### config.mk
export PLATFORM = sky130hd
export DESIGN_NAME = mem_arbiter_flat
export DESIGN_NICKNAME = d
export VERILOG_FILES = /design/src/rtl/mem_arbiter_pkg.sv /design/src/rtl/mem_arbiter_if.sv /design/src/rtl/mem_arbiter_starve_counter.sv /design/src/rtl/mem_arbiter.sv /design/src/flat_wrapper.sv
export SDC_FILE = /design/constraint.sdc
export NUM_CORES = 1
export LEC_CHECK = 0
export BUFFER_PORTS_ARGS = -buffer_cell sky130_fd_sc_hd__buf_4
export CORE_MARGIN = 2
export CORE_UTILIZATION = 45
export DETAILED_ROUTE_END_ITERATION = 6
export GPL_ROUTABILITY_DRIVEN = 0
export PLACE_DENSITY_LB_ADDON = 0.25
export SETUP_SLACK_MARGIN = 0.15
export SKIP_CTS_REPAIR_TIMING = 1
export SLEW_MARGIN = 20
export SYNTH_ARGS = -nofsm -noshare
export SYNTH_HDL_FRONTEND = slang
export SYNTH_SLANG_ARGS = --single-unit
### constraint.sdc
create_clock -name clk -period 2.4 [get_ports clk]
set_clock_uncertainty 0.15 [all_clocks]
set_input_delay 0.12 -clock clk [delete_from_list [all_inputs] [get_ports clk]]
set_output_delay 0.12 -clock clk [all_outputs]
set_load 0.01 [all_outputs]
### src/rtl/mem_arbiter_pkg.sv
// Shared declarations for the unified instruction/data memory arbiter:
// response-owner encoding and the default starvation limit.
package mem_arbiter_pkg;

    // Response owner: which port receives mem_dout in the following cycle
    localparam logic [1:0] OWN_NONE = 2'd0;
    localparam logic [1:0] OWN_IF   = 2'd1;
    localparam logic [1:0] OWN_DM   = 2'd2;

    // Consecutive denied IF cycles before IF is forced ahead of DM
    localparam int STARVE_MAX_DEF = 4;

    // Width of the conflict performance counter
    localparam int PERF_W = 16;

endpackage

### src/rtl/mem_arbiter_if.sv
// Bundle of requester handshakes and memory-side signals for mem_arbiter.
// slave  : the arbiter's view (requests in, grants/responses/memory drive out)
// master : the pipeline + memory view (opposite directions)
interface mem_arbiter_if #(
    parameter int AW = 10,
    parameter int DW = 32
);
    import mem_arbiter_pkg::*;

    // Instruction-fetch port
    logic              if_req;
    logic [AW-1:0]     if_addr;
    logic              if_gnt;
    logic [DW-1:0]     if_rdata;
    logic              if_rvalid;

    // Data port
    logic              dm_req;
    logic              dm_we;
    logic [AW-1:0]     dm_addr;
    logic [DW-1:0]     dm_wdata;
    logic              dm_gnt;
    logic [DW-1:0]     dm_rdata;
    logic              dm_rvalid;

    // Hazard-logic stalls
    logic              stall_if;
    logic              stall_mm;

    // Single-port memory
    logic              mem_en;
    logic              mem_we;
    logic [AW-1:0]     mem_addr;
    logic [DW-1:0]     mem_din;
    logic [DW-1:0]     mem_dout;

    // Performance counter
    logic [PERF_W-1:0] perf_conflicts;

    modport slave (
        input  if_req, if_addr,
        output if_gnt, if_rdata, if_rvalid,
        input  dm_req, dm_we, dm_addr, dm_wdata,
        output dm_gnt, dm_rdata, dm_rvalid,
        output stall_if, stall_mm,
        output mem_en, mem_we, mem_addr, mem_din,
        input  mem_dout,
        output perf_conflicts
    );

    modport master (
        output if_req, if_addr,
        input  if_gnt, if_rdata, if_rvalid,
        output dm_req, dm_we, dm_addr, dm_wdata,
        input  dm_gnt, dm_rdata, dm_rvalid,
        input  stall_if, stall_mm,
        input  mem_en, mem_we, mem_addr, mem_din,
        output mem_dout,
        input  perf_conflicts
    );

endinterface

### src/rtl/mem_arbiter_starve_counter.sv
// Saturating up-counter with clear. Counts consecutive cycles in which the
// fetch port was denied and flags when the count has reached the limit.
module starve_counter (
    input  logic       clk,
    input  logic       rst,
    input  logic       clr_i,
    input  logic       inc_i,
    input  logic [3:0] limit_i,
    output logic       at_lim_o
);

    logic [3:0] cnt_q;
    logic [3:0] cnt_d;

    // Next count: clear wins, otherwise increment until the limit is reached
    always_comb begin
        cnt_d = cnt_q;
        if (clr_i) begin
            cnt_d = 4'd0;
        end else if (inc_i && (cnt_q < limit_i)) begin
            cnt_d = cnt_q + 4'd1;
        end
    end

    // Counter register with synchronous reset
    always_ff @(posedge clk) begin
        if (rst) begin
            cnt_q <= 4'd0;
        end else begin
            cnt_q <= cnt_d;
        end
    end

    assign at_lim_o = (cnt_q == limit_i);

endmodule

### src/rtl/mem_arbiter.sv
// Shares one single-port synchronous memory between the IF and MEM stages.
// DM normally has priority; IF is forced through after STARVE_MAX denials.
// Read data returns one cycle after the grant with a one-cycle valid pulse.
module mem_arbiter
    import mem_arbiter_pkg::*;
#(
    parameter int AW         = 10,
    parameter int DW         = 32,
    parameter int STARVE_MAX = STARVE_MAX_DEF
) (
    input  logic            clk,
    input  logic            rst,
    mem_arbiter_if.slave    bus
);

    localparam logic [3:0] STARVE_LIM = 4'(STARVE_MAX);

    logic              if_gnt;
    logic              dm_gnt;
    logic              at_lim;
    logic              conflict;

    logic [AW-1:0]     addr_q,  addr_d;
    logic [DW-1:0]     din_q,   din_d;
    logic [1:0]        own_q,   own_d;
    logic [DW-1:0]     if_rdata_q;
    logic [DW-1:0]     dm_rdata_q;
    logic [PERF_W-1:0] perf_q;

    // Saturating increment for the performance counter
    function automatic logic [PERF_W-1:0] sat_inc(input logic [PERF_W-1:0] v);
        return (v == {PERF_W{1'b1}}) ? v : v + PERF_W'(1);
    endfunction

    assign conflict = bus.if_req & bus.dm_req;

    // Grant: DM wins a conflict unless IF has been starved up to the limit
    always_comb begin
        if_gnt = 1'b0;
        dm_gnt = 1'b0;
        if (!rst) begin
            if (bus.if_req && (!bus.dm_req || at_lim)) begin
                if_gnt = 1'b1;
            end else if (bus.dm_req) begin
                dm_gnt = 1'b1;
            end
        end
    end

    starve_counter u_starve (
        .clk      (clk),
        .rst      (rst),
        .clr_i    (~bus.if_req | if_gnt),
        .inc_i    (bus.if_req & ~if_gnt),
        .limit_i  (STARVE_LIM),
        .at_lim_o (at_lim)
    );

    // Memory drive: granted port's address/data, otherwise hold last values
    always_comb begin
        addr_d = addr_q;
        din_d  = din_q;
        if (if_gnt) begin
            addr_d = bus.if_addr;
        end else if (dm_gnt) begin
            addr_d = bus.dm_addr;
            din_d  = bus.dm_wdata;
        end
    end

    // Response owner for the following cycle; writes never respond
    always_comb begin
        own_d = OWN_NONE;
        if (if_gnt) begin
            own_d = OWN_IF;
        end else if (dm_gnt && !bus.dm_we) begin
            own_d = OWN_DM;
        end
    end

    // Held memory address/data and response owner
    always_ff @(posedge clk) begin
        if (rst) begin
            addr_q <= '0;
            din_q  <= '0;
            own_q  <= OWN_NONE;
        end else begin
            addr_q <= addr_d;
            din_q  <= din_d;
            own_q  <= own_d;
        end
    end

    // Capture returned read data so it stays visible after the valid pulse
    always_ff @(posedge clk) begin
        if (rst) begin
            if_rdata_q <= '0;
            dm_rdata_q <= '0;
        end else begin
            if (own_q == OWN_IF) begin
                if_rdata_q <= bus.mem_dout;
            end
            if (own_q == OWN_DM) begin
                dm_rdata_q <= bus.mem_dout;
            end
        end
    end

    // Count cycles with both ports requesting, saturating at all ones
    always_ff @(posedge clk) begin
        if (rst) begin
            perf_q <= '0;
        end else if (conflict) begin
            perf_q <= sat_inc(perf_q);
        end
    end

    // Outputs; everything reads as zero while reset is held, which also
    // drops a response pending from the cycle before reset
    assign bus.if_gnt    = if_gnt;
    assign bus.dm_gnt    = dm_gnt;
    assign bus.stall_if  = ~rst & bus.if_req & ~if_gnt;
    assign bus.stall_mm  = ~rst & bus.dm_req & ~dm_gnt;

    assign bus.mem_en    = if_gnt | dm_gnt;
    assign bus.mem_we    = dm_gnt & bus.dm_we;
    assign bus.mem_addr  = rst ? '0 : addr_d;
    assign bus.mem_din   = rst ? '0 : din_d;

    assign bus.if_rvalid = ~rst & (own_q == OWN_IF);
    assign bus.dm_rvalid = ~rst & (own_q == OWN_DM);
    assign bus.if_rdata  = rst ? '0 : ((own_q == OWN_IF) ? bus.mem_dout : if_rdata_q);
    assign bus.dm_rdata  = rst ? '0 : ((own_q == OWN_DM) ? bus.mem_dout : dm_rdata_q);

    assign bus.perf_conflicts = rst ? '0 : perf_q;

endmodule

### src/flat_wrapper.sv
// flat-port wrapper written by rule: the top's interface ports become plain ports
module mem_arbiter_flat import mem_arbiter_pkg::*;
#(
    parameter int AW         = 10,
    parameter int DW         = 32,
    parameter int STARVE_MAX = STARVE_MAX_DEF
)
  (clk, rst, bus_if_req, bus_if_addr, bus_if_gnt, bus_if_rdata, bus_if_rvalid, bus_dm_req, bus_dm_we, bus_dm_addr, bus_dm_wdata, bus_dm_gnt, bus_dm_rdata, bus_dm_rvalid, bus_stall_if, bus_stall_mm, bus_mem_en, bus_mem_we, bus_mem_addr, bus_mem_din, bus_mem_dout, bus_perf_conflicts);
  mem_arbiter_if #(.AW(AW), .DW(DW)) bus_i ();
  input  logic clk;
  input  logic rst;
  input wire logic [$bits(bus_i.if_req)-1:0] bus_if_req;
  input wire logic [$bits(bus_i.if_addr)-1:0] bus_if_addr;
  output wire logic [$bits(bus_i.if_gnt)-1:0] bus_if_gnt;
  output wire logic [$bits(bus_i.if_rdata)-1:0] bus_if_rdata;
  output wire logic [$bits(bus_i.if_rvalid)-1:0] bus_if_rvalid;
  input wire logic [$bits(bus_i.dm_req)-1:0] bus_dm_req;
  input wire logic [$bits(bus_i.dm_we)-1:0] bus_dm_we;
  input wire logic [$bits(bus_i.dm_addr)-1:0] bus_dm_addr;
  input wire logic [$bits(bus_i.dm_wdata)-1:0] bus_dm_wdata;
  output wire logic [$bits(bus_i.dm_gnt)-1:0] bus_dm_gnt;
  output wire logic [$bits(bus_i.dm_rdata)-1:0] bus_dm_rdata;
  output wire logic [$bits(bus_i.dm_rvalid)-1:0] bus_dm_rvalid;
  output wire logic [$bits(bus_i.stall_if)-1:0] bus_stall_if;
  output wire logic [$bits(bus_i.stall_mm)-1:0] bus_stall_mm;
  output wire logic [$bits(bus_i.mem_en)-1:0] bus_mem_en;
  output wire logic [$bits(bus_i.mem_we)-1:0] bus_mem_we;
  output wire logic [$bits(bus_i.mem_addr)-1:0] bus_mem_addr;
  output wire logic [$bits(bus_i.mem_din)-1:0] bus_mem_din;
  input wire logic [$bits(bus_i.mem_dout)-1:0] bus_mem_dout;
  output wire logic [$bits(bus_i.perf_conflicts)-1:0] bus_perf_conflicts;
  assign bus_i.if_req = bus_if_req;
  assign bus_i.if_addr = bus_if_addr;
  assign bus_if_gnt = bus_i.if_gnt;
  assign bus_if_rdata = bus_i.if_rdata;
  assign bus_if_rvalid = bus_i.if_rvalid;
  assign bus_i.dm_req = bus_dm_req;
  assign bus_i.dm_we = bus_dm_we;
  assign bus_i.dm_addr = bus_dm_addr;
  assign bus_i.dm_wdata = bus_dm_wdata;
  assign bus_dm_gnt = bus_i.dm_gnt;
  assign bus_dm_rdata = bus_i.dm_rdata;
  assign bus_dm_rvalid = bus_i.dm_rvalid;
  assign bus_stall_if = bus_i.stall_if;
  assign bus_stall_mm = bus_i.stall_mm;
  assign bus_mem_en = bus_i.mem_en;
  assign bus_mem_we = bus_i.mem_we;
  assign bus_mem_addr = bus_i.mem_addr;
  assign bus_mem_din = bus_i.mem_din;
  assign bus_i.mem_dout = bus_mem_dout;
  assign bus_perf_conflicts = bus_i.perf_conflicts;
  mem_arbiter #(.AW(AW), .DW(DW), .STARVE_MAX(STARVE_MAX)) u_core (.clk(clk), .rst(rst), .bus(bus_i));
endmodule
==> results.cfg <==
[clock_network]
cts_root_buffer = clkbuf_8
clk_pin_slew_ps = 60
cts_sinks = 128
clockBufferDepth = 2
clock_latency_ps = 540
h-tree-depth = 4
tritoncts = done
cts_buffers = 17

[sta]
finalCriticalPeriod_ps = 2620
rsz0062_at_grt = true
timing.final.crit_share_pct = 109
setup_viol = 45
hold_viol = 0
tightest_slew_ps = 830
tns_ps = -6410
fin_ws_ps = -216
maxSlewViolCount = 0
fmax_ghz = 0.382
slew_headroom_pct = 44.5

[synth]
ys_ff_latch = 128
synth_area_sq_um = 5040
yosysMostFrequentCell = nand2_1
yosysTopAreaCell = dfxtp_1
seq_area_frac_synth_pct = 50.9
syn_inst = 610
synth_cell_type_count = 40
yosys_warnings = 0
syn_avg_cell_area_sq_um = 8.26
yosys.area.top_type_share_pct = 50.9
synth_commonest_cells = nand2_1 (165), dfxtp_1 (128), a21oi_1 (66)
syn-num-nets = 702
synthArstFlopShare_pct = 0
synth_edf_count = 0
yosys_most_used_dff = dfxtp_1
netlist_top_cells_area = dfxtp_1 (51%), nand2_1 (12%), a21oi_1 (6.6%)

[worst_setup_path]
r2r_slack_ps = 280
worstSetupEndpointType = output port
endpoint = bus_mem_din[29]
critPathArrivalTime_ps = 2350
required_ps = 2130
r2r-end = u_core.perf_q[14]$_SDFFE_PP0P_
r2r-start = u_core.perf_q[0]$_SDFFE_PP0P_
startpoint_type = flop
path_class = reg -> out
startpoint = u_core.u_starve.cnt_q[1]$_SDFFE_PP0P_
reg2regPathDepth = 5
worstPathMaxFanout = 8

[drt]
ant_nets = 0
wl_mm = 18.5
wl_per_cell_um = 17.3
vias = 5662
drtIter0Drc = 459
post-route-drc-count = 0
firstDrtPassIters = 5
via_per_inst = 5.30

[placement]
dp_slack_ps = 364
dp.cells = 933
io_buffer_count = 218
hpwlAfterDp_mm = 9.23

[floorplan]
fp.dieH_um = 110
io_pins = 219
die-width_um = 110
num_rows = 38
dieArea_sq_um = 12100
core_area_sq_um = 10900
initial_core_util_pct = 46.3

[cells_and_area]
diodes = 0
fillers = 624
fin_cells = 1069
finalNetCount = 1009
syn2layout_area_growth_pct = 73.3
regArea_sq_um = 2560
postLayoutCoreUtil_pct = 80.2
drive_gt1_share_pct = 35.5
multi_input_area_sq_um = 2520

[run_status]
status = finished with violations
violations = setup timing

[global_route]
antenna_found_initial = 0
grt_pass1_wl_mm = 21.0
overflow = 0
grt_max_degree = 69
track_usage_pct = 22.6
grt_pass1_vias = 4581

[flow_run]
max-cap-violations = 0

[power_and_ir_drop]
p_leak_nw = 3.81
p_per_area_nw_per_um2 = 642
finalPower_w = 0.00560
irDropWorstVdd_uv = 496

[min_path]
hold_path.class = in -> reg
[critical path: stages, from the launching register on]
cell and delay (ps):
dfxtp_2 350, inv_2 50, ha_4 150, and3b_2 230
a211oi_4 300, buf_6 230, buf_8 170, o21ai_1 140
buf_4 170
[stage by stage]
step                      instance area, sq um  hold WS (ps)
final                                     8730          34.3
after detailed placement                  6760           153
after global routing                      8730          66.5
after global placement                    6760           153
after CTS                                 7350          -419
after floorplan                           5040          41.6
[flip-flops by register name, indices dropped and copies added (netlist names)]
signal	count
u_core.perf_q	16
u_core.u_starve.cnt_q	4
u_core.dm_rdata_q	32
u_core.own_q	2
u_core.if_rdata_q	32
u_core.din_q	32
u_core.addr_q	10
[area by class of cell]
| class | instances | share of cell area (%) |
|---|---|---|
| clock inverter | 5 | 0.860 |
| timing repair buffer | 331 | 32.8 |
| tap | 140 | 2.01 |
| inverter | 7 | 0.301 |
| sequential | 128 | 29.4 |
| multi-input combinational | 432 | 28.9 |
| clock buffer | 26 | 5.82 |
[worst min path at each step]
stage / cells past startpoint / endpoint / start / slack, ps
2_1_floorplan: 1 / u_core.own_q[1]$_SDFF_PP0_ / bus_dm_we / 40
3_3_place_gp: 2 / u_core.own_q[1]$_SDFF_PP0_ / bus_dm_we / 150
3_5_place_dp: 2 / u_core.own_q[1]$_SDFF_PP0_ / bus_dm_we / 150
4_1_cts: 2 / u_core.own_q[1]$_SDFF_PP0_ / bus_dm_we / -420
5_1_grt: 4 / u_core.perf_q[3]$_SDFFE_PP0P_ / bus_dm_req / 70
6_report: 5 / u_core.perf_q[7]$_SDFFE_PP0P_ / bus_dm_req / 30
[where the power goes]
part / switching (W) / internal, W
clock: 0.000896 / 0.00163
sequential: 0.0000336 / 0.00222
combinational: 0.000391 / 0.000431
total: 0.00132 / 0.00428
[logic make-up after synthesis]
logic type	share of synthesized area [%]
AND/OR/NAND/NOR	27.0
buffers and inverters	3.92
AO/OA/AOI/OAI	13.4
flip-flops	50.9
adder cells (fa/ha/maj)	0.745
multiplexers	3.95
XOR/XNOR	0.174
[metal layers]
layer / global-route usage [%] / part of all wire (%)
met2: 37.9 / 52
met1: 24.3 / 37
met3: 8.65 / 8.6
met5: 0 / 0
met4: 12.7 / 3.1
[placed cells by master, fill, tap and decap left out, drive strengths merged, types with 5 or more instances in the layout]
cell,count
buf,237
a211oi,13
clkbuf,29
a21oi,66
nor2b,18
mux2i,12
a31oi,5
inv,7
o21ai,36
dfxtp,128
nand4,9
nor3,5
dlygate4sd3,91
nand2,166
mux2,7
nor2,34
nand2b,34
Power figures use the tool's default switching activity.
